## config.mk

```make
export PLATFORM = sky130hd
export DESIGN_NAME = ysyx_23060184_wb_arbiter
export DESIGN_NICKNAME = d
export VERILOG_FILES = /design/src/rtl/ysyx_23060184_wb_arbiter_pkg.sv /design/src/rtl/ysyx_23060184_rr_arb2.sv /design/src/rtl/ysyx_23060184_wb_arbiter.sv
export SDC_FILE = /design/constraint.sdc
export NUM_CORES = 1
export LEC_CHECK = 0
export CORE_UTILIZATION = 48
export DETAILED_ROUTE_END_ITERATION = 8
export PLACE_DENSITY = 0.92
export SYNTH_ARGS = -nofsm -noshare
export SYNTH_HDL_FRONTEND = slang
export SYNTH_SLANG_ARGS = --single-unit
```

## constraint.sdc

```tcl
create_clock -name clk -period 2.55 [get_ports clk]
set_input_delay 0.3825 -clock clk [delete_from_list [all_inputs] [get_ports clk]]
set_output_delay 0.3825 -clock clk [all_outputs]
set_load 0.01 [all_outputs]
```

## src/rtl/ysyx_23060184_wb_arbiter_pkg.sv

```systemverilog
// rtl/ysyx_23060184_wb_arbiter_pkg.sv - shared widths, requester indices and round-robin pick helper
package ysyx_23060184_wb_arbiter_pkg;

  localparam int WB_DATA_WIDTH     = 32;
  localparam int WB_REG_ADDR_WIDTH = 5;
  localparam int NUM_GPR           = 32;

  localparam int REQ_WB   = 0;
  localparam int REQ_LATE = 1;

  typedef enum logic {
    PTR_WB   = 1'b0,
    PTR_LATE = 1'b1
  } rr_ptr_e;

  // One-hot grant; on contention the pointer names the requester that wins.
  function automatic logic [1:0] rr_pick(input logic [1:0] req, input rr_ptr_e ptr);
    logic [1:0] gnt;
    gnt = 2'b00;
    case (req)
      2'b01:   gnt = 2'b01;
      2'b10:   gnt = 2'b10;
      2'b11:   gnt = (ptr == PTR_LATE) ? 2'b10 : 2'b01;
      default: gnt = 2'b00;
    endcase
    return gnt;
  endfunction

endpackage

```

## src/rtl/ysyx_23060184_rr_arb2.sv

```systemverilog
// rtl/ysyx_23060184_rr_arb2.sv - two-way round-robin grant with its pointer register
module ysyx_23060184_rr_arb2
  import ysyx_23060184_wb_arbiter_pkg::*;
(
  input  logic       clk_i,
  input  logic       rst_i,
  input  logic [1:0] req_i,
  output logic [1:0] gnt_o
);

  rr_ptr_e ptr_q;
  rr_ptr_e ptr_d;

  // Grants double as ready, so a grant is always a handshake; none while in reset.
  always_comb begin
    gnt_o = rst_i ? 2'b00 : rr_pick(req_i, ptr_q);
    ptr_d = ptr_q;
    if (gnt_o[REQ_WB]) begin
      ptr_d = PTR_LATE;
    end else if (gnt_o[REQ_LATE]) begin
      ptr_d = PTR_WB;
    end
  end

  always_ff @(posedge clk_i) begin
    if (rst_i) begin
      ptr_q <= PTR_WB;
    end else begin
      ptr_q <= ptr_d;
    end
  end

endmodule

```

## src/rtl/ysyx_23060184_wb_arbiter.sv

```systemverilog
// rtl/ysyx_23060184_wb_arbiter.sv - GPR write-port arbiter, registered write stage and pending-write scoreboard
module ysyx_23060184_wb_arbiter
  import ysyx_23060184_wb_arbiter_pkg::*;
#(
  parameter int DATA_WIDTH     = ysyx_23060184_wb_arbiter_pkg::WB_DATA_WIDTH,
  parameter int REG_ADDR_WIDTH = ysyx_23060184_wb_arbiter_pkg::WB_REG_ADDR_WIDTH
) (
  input  logic                      clk,
  input  logic                      rst,
  input  logic                      s0_valid,
  output logic                      s0_ready,
  input  logic [REG_ADDR_WIDTH-1:0] s0_rd,
  input  logic [DATA_WIDTH-1:0]     s0_data,
  input  logic                      s1_valid,
  output logic                      s1_ready,
  input  logic [REG_ADDR_WIDTH-1:0] s1_rd,
  input  logic [DATA_WIDTH-1:0]     s1_data,
  input  logic                      pend_set,
  input  logic [REG_ADDR_WIDTH-1:0] pend_rd,
  input  logic [REG_ADDR_WIDTH-1:0] chk_rs1,
  input  logic [REG_ADDR_WIDTH-1:0] chk_rs2,
  output logic                      hazard,
  output logic                      rf_we,
  output logic [REG_ADDR_WIDTH-1:0] rf_waddr,
  output logic [DATA_WIDTH-1:0]     rf_wdata,
  output logic                      retire
);

  localparam int NUM_REGS = 2 ** REG_ADDR_WIDTH;

  logic [1:0] req;
  logic [1:0] gnt;
  logic       hs0;
  logic       hs1;

  logic [NUM_REGS-1:0]       pend_q;
  logic [NUM_REGS-1:0]       pend_d;
  logic                      we_q;
  logic                      we_d;
  logic [REG_ADDR_WIDTH-1:0] waddr_q;
  logic [REG_ADDR_WIDTH-1:0] waddr_d;
  logic [DATA_WIDTH-1:0]     wdata_q;
  logic [DATA_WIDTH-1:0]     wdata_d;
  logic                      retire_q;
  logic                      retire_d;
  logic                      staged_hit;

  assign req[REQ_WB]   = s0_valid;
  assign req[REQ_LATE] = s1_valid;

  ysyx_23060184_rr_arb2 u_rr_arb2 (
    .clk_i (clk),
    .rst_i (rst),
    .req_i (req),
    .gnt_o (gnt)
  );

  assign s0_ready = gnt[REQ_WB];
  assign s1_ready = gnt[REQ_LATE];
  assign hs0      = s0_valid & s0_ready;
  assign hs1      = s1_valid & s1_ready;

  // A same-cycle set beats the clear so a freshly issued op is never lost.
  always_comb begin
    pend_d = pend_q;
    if (hs1) begin
      pend_d[s1_rd] = 1'b0;
    end
    if (pend_set) begin
      pend_d[pend_rd] = 1'b1;
    end
    pend_d[0] = 1'b0;
  end

  // Writes to x0 are still accepted and retired but never reach the file.
  always_comb begin
    we_d     = 1'b0;
    retire_d = 1'b0;
    waddr_d  = waddr_q;
    wdata_d  = wdata_q;
    if (hs0) begin
      we_d     = (s0_rd != '0);
      waddr_d  = s0_rd;
      wdata_d  = s0_data;
      retire_d = 1'b1;
    end else if (hs1) begin
      we_d    = (s1_rd != '0);
      waddr_d = s1_rd;
      wdata_d = s1_data;
    end
  end

  always_ff @(posedge clk) begin
    if (rst) begin
      pend_q   <= '0;
      we_q     <= 1'b0;
      waddr_q  <= '0;
      wdata_q  <= '0;
      retire_q <= 1'b0;
    end else begin
      pend_q   <= pend_d;
      we_q     <= we_d;
      waddr_q  <= waddr_d;
      wdata_q  <= wdata_d;
      retire_q <= retire_d;
    end
  end

  // The staged write lands at the end of this cycle, so decode must not read it yet.
  assign staged_hit = we_q && (waddr_q != '0) && ((waddr_q == chk_rs1) || (waddr_q == chk_rs2));
  assign hazard     = !rst && (pend_q[chk_rs1] || pend_q[chk_rs2] || staged_hit);

  assign rf_we    = we_q;
  assign rf_waddr = waddr_q;
  assign rf_wdata = wdata_q;
  assign retire   = retire_q;

endmodule
```

==> results.py <==
metrics = {
    "sta": {
        "slew_headroom": 0.441,
        "finalHoldViolations": 0,
        "slew_violations": 0,
        "clock.fmax_mhz": 402,
        "tns_ns": 0,
        "setup_viol": 0,
        "fin_skew_ns": 0.00876,
        "fin_crit_sh": 0.976,
        "tightestPinTransition_ns": 0.836,
        "period_needed_ns": 2.49,
    },
    "power": {
        "clkPwrFrac": 0.367,
        "pwr-share-seq": 0.430,
        "p_leak_nw": 1.92,
        "internal_power_mw": 2.06,
        "switchingPower_mw": 0.731,
        "powerDensity_nw_per_um2": 526,
        "fin_total_pwr_mw": 2.79,
        "swShare": 0.262,
        "p_comb_frac": 0.203,
        "ir_drop_v": 0.000274,
    },
    "run": {
        "drv_cap": 0,
    },
    "cells_and_area": {
        "n_antenna_cell": 0,
        "drive_gt1_frac": 0.101,
        "final_common_cell": "clkdlybuf4s50_1",
        "ff_latch_area_um2": 1420,
        "nFillCells": 517,
        "syn_to_final_growth_pct": 49.4,
        "nets": 645,
        "final_cell_mix": "clkdlybuf4s50_1, nand2_1, a21oi_1, dfxtp_1, a22oi_1",
        "multi_input_area_um2": 1990,
    },
    "yosys": {
        "yosysSeqAreaShare": 0.400,
        "synthAdderAreaFrac": 0,
        "syn_avg_cell_area_um2": 8.60,
        "yosys_warnings": 0,
        "synth-simple-area-share": 0.167,
        "asyncSetResetFlopFracSynth": 0,
        "synth_compound_area_frac": 0.251,
        "synth_mux_area_frac": 0.111,
        "synth_edf_count": 0,
        "synthXorXnorAreaFrac": 0.0246,
        "synth_nets": 507,
        "synth_area_um2": 3550,
        "synth_ff_type": "dfxtp_1",
        "synth_cell_types": 41,
        "synth_top_family_by_area": "compound AO/OA/AOI/OAI gates",
        "synth_seq_cells": 71,
        "synth_cells": 413,
    },
    "die": {
        "io_pins": 136,
        "die_y_um": 88.0,
        "std_cell_rows": 31,
        "start_util": 0.493,
        "fp.dieArea_um2": 7750,
        "die_w_um": 88.0,
        "core_area_um2": 7210,
    },
    "global_routing": {
        "gr-total-overflow": 0,
        "first_global_vias": 3700,
        "grt_use_total": 0.307,
        "grt_pass1_wl_mm": 17.9,
        "antenna_found_initial": 0,
        "grt_max_degree": 40,
    },
    "detailed_routing": {
        "routed-via-count": 3944,
        "wl_per_cell_um": 18.5,
        "viasPerCell": 6.02,
        "drcViolationCount": 0,
        "antenna_left": 0,
        "drt_first_pass_iters": 5,
        "wl_mm": 12.1,
        "drt_iter0_markers": 406,
    },
    "hold_path": {
        "min_path_type": "flip-flop to flip-flop",
    },
    "place": {
        "port_buffers": 135,
        "place.gp.congestion": 0.971,
        "hpwl_mm": 8.59,
    },
    "setup_path": {
        "path_max_fanout": 8,
        "endpoint_kind": "primary output",
        "start_kind": "input port",
        "cp.arrival_ns": 2.11,
        "cpPeakStageDelay_ns": 0.56,
        "critical_path_class": "input port to primary output",
        "critPathRequiredTime_ns": 2.17,
        "crit_slowest_cell": "mux4_1",
        "path_cells": "dlygate4sd2_1 -> buf_12 -> mux4_1 -> mux2i_1 -> nor3b_1 -> a221oi_2 -> a41oi_2 -> buf_2",
    },
    "status": {
        "status": "completed",
    },
    "clock_network": {
        "clkTransAtPathRegs_ns": 0.08,
        "cts_inserted_buffers": 9,
        "cts_tree": "done",
        "htree_levels": 3,
        "insertion_delay_ns": 0.35,
        "cts_buffer_depth": 2,
        "cts_sinks": 71,
        "hold_buffers": 0,
        "cts_root_buffer": "clkbuf_8",
    },
}
power by group through the flow:
stage	sequential, mW	clock [mW]	combinational (mW)
2_1_floorplan	1.24	0	0.218
3_3_place_gp	1.22	0	0.539
3_5_place_dp	1.22	0	0.555
4_1_cts	1.20	1.03	0.558
5_1_grt	1.20	1.07	0.603
6_report	1.20	1.02	0.565
synth_stat cells (3+ instances only):
library cell	count	area, um2
buf_6	3	33.8
inv_1	3	11.3
nand3b_1	5	37.5
buf_1	3	11.3
xor2_1	4	35.0
a21oi_1	71	355
xnor2_1	6	52.6
nor2b_1	4	25.0
or3_1	3	18.8
a22oi_1	37	278
nor3b_1	6	45.0
mux4_1	6	158
buf_2	11	55.1
nor3_1	4	20.0
mux4_2	6	135
dfxtp_1	71	1420
o21ai_0	31	155
nand2_1	77	289
nand3_1	4	20.0
clkbuf_1	14	52.6
nand2b_1	5	31.3
nor2_1	9	33.8
mux2i_1	9	90.1
critical path, delay by kind of cell:
kind / cells / cell delay [ns]
compound gates: 2 / 0.37
buf+inv: 3 / 0.55
mux: 2 / 0.71
simple gates: 1 / 0.08
worst paths after layout:
check | slack [ns] | depth (start not counted) | endpoint | start
max reg2reg | 0.58 | 6 | pend_q[27]$_SDFF_PP0_ | u_rr_arb2.ptr_q$_SDFFE_PP0P_
min | 0.46 | 2 | rf_wdata[17]$_SDFFE_PP0P_ | rf_wdata[17]$_SDFFE_PP0P_
min reg2reg | 0.46 | 2 | rf_wdata[17]$_SDFFE_PP0P_ | rf_wdata[17]$_SDFFE_PP0P_
max | 0.06 | 8 | hazard | chk_rs1[0]
layer usage:
layer | GRT usage | up-vias | routed length [um]
li1 | - | 1789 | -
met1 | 0.360 | 1879 | 4210
met2 | 0.531 | 237 | 6300
met3 | 0.0669 | 39 | 1240
met4 | 0.148 | 0 | 337
met5 | 0 | - | 0
metrics by stage:
stage | hold WS [ns] | cells | utilization | worst slack [ns] | cell area, um2
3_3_place_gp | 0.442 | 637 | 0.700 | -0.474 | 5050
4_1_cts | 0.458 | 653 | 0.733 | 0.0162 | 5290
2_1_floorplan | 0.458 | 413 | - | 0.583 | 3550
5_1_grt | 0.474 | 655 | 0.736 | -0.0249 | 5310
6_report | 0.457 | 655 | 0.736 | 0.0605 | 5310
3_5_place_dp | 0.447 | 637 | 0.700 | -0.569 | 5050
logic make-up (layout without fill, tap and decap cells):
group	count (synthesis)	in the layout
flops	71	71
xor+xnor	10	10
compound gates	150	150
mux	22	22
buf+inv	34	177
simple gates	126	126
layout make-up:
class	instances	share of cell area
multi-input cells	308	0.375
repair buffers	158	0.288
flip-flops and latches	71	0.268
clock buffers	10	0.0259
well taps	99	0.0233
clock inverters	6	0.0174
inverters	3	0.00212
state kept, by name, indices dropped and copies added, names as in the netlist:
signal,flops
retire,1
rf_wdata,32
rf_waddr,5
pend_q,31
u_rr_arb2.ptr_q,1
rf_we,1
what timing repair did:
action | 4_1_cts | 5_1_grt
setup buffers | 0 | 1
endpoints found under the hold margin | 0 | 0
gates cloned | 0 | 1
pin swaps | 0 | 1
resized for setup | 13 | 4
endpoints found under the setup margin | 1 | 1
No activity file was read; power rests on OpenSTA's default activity.
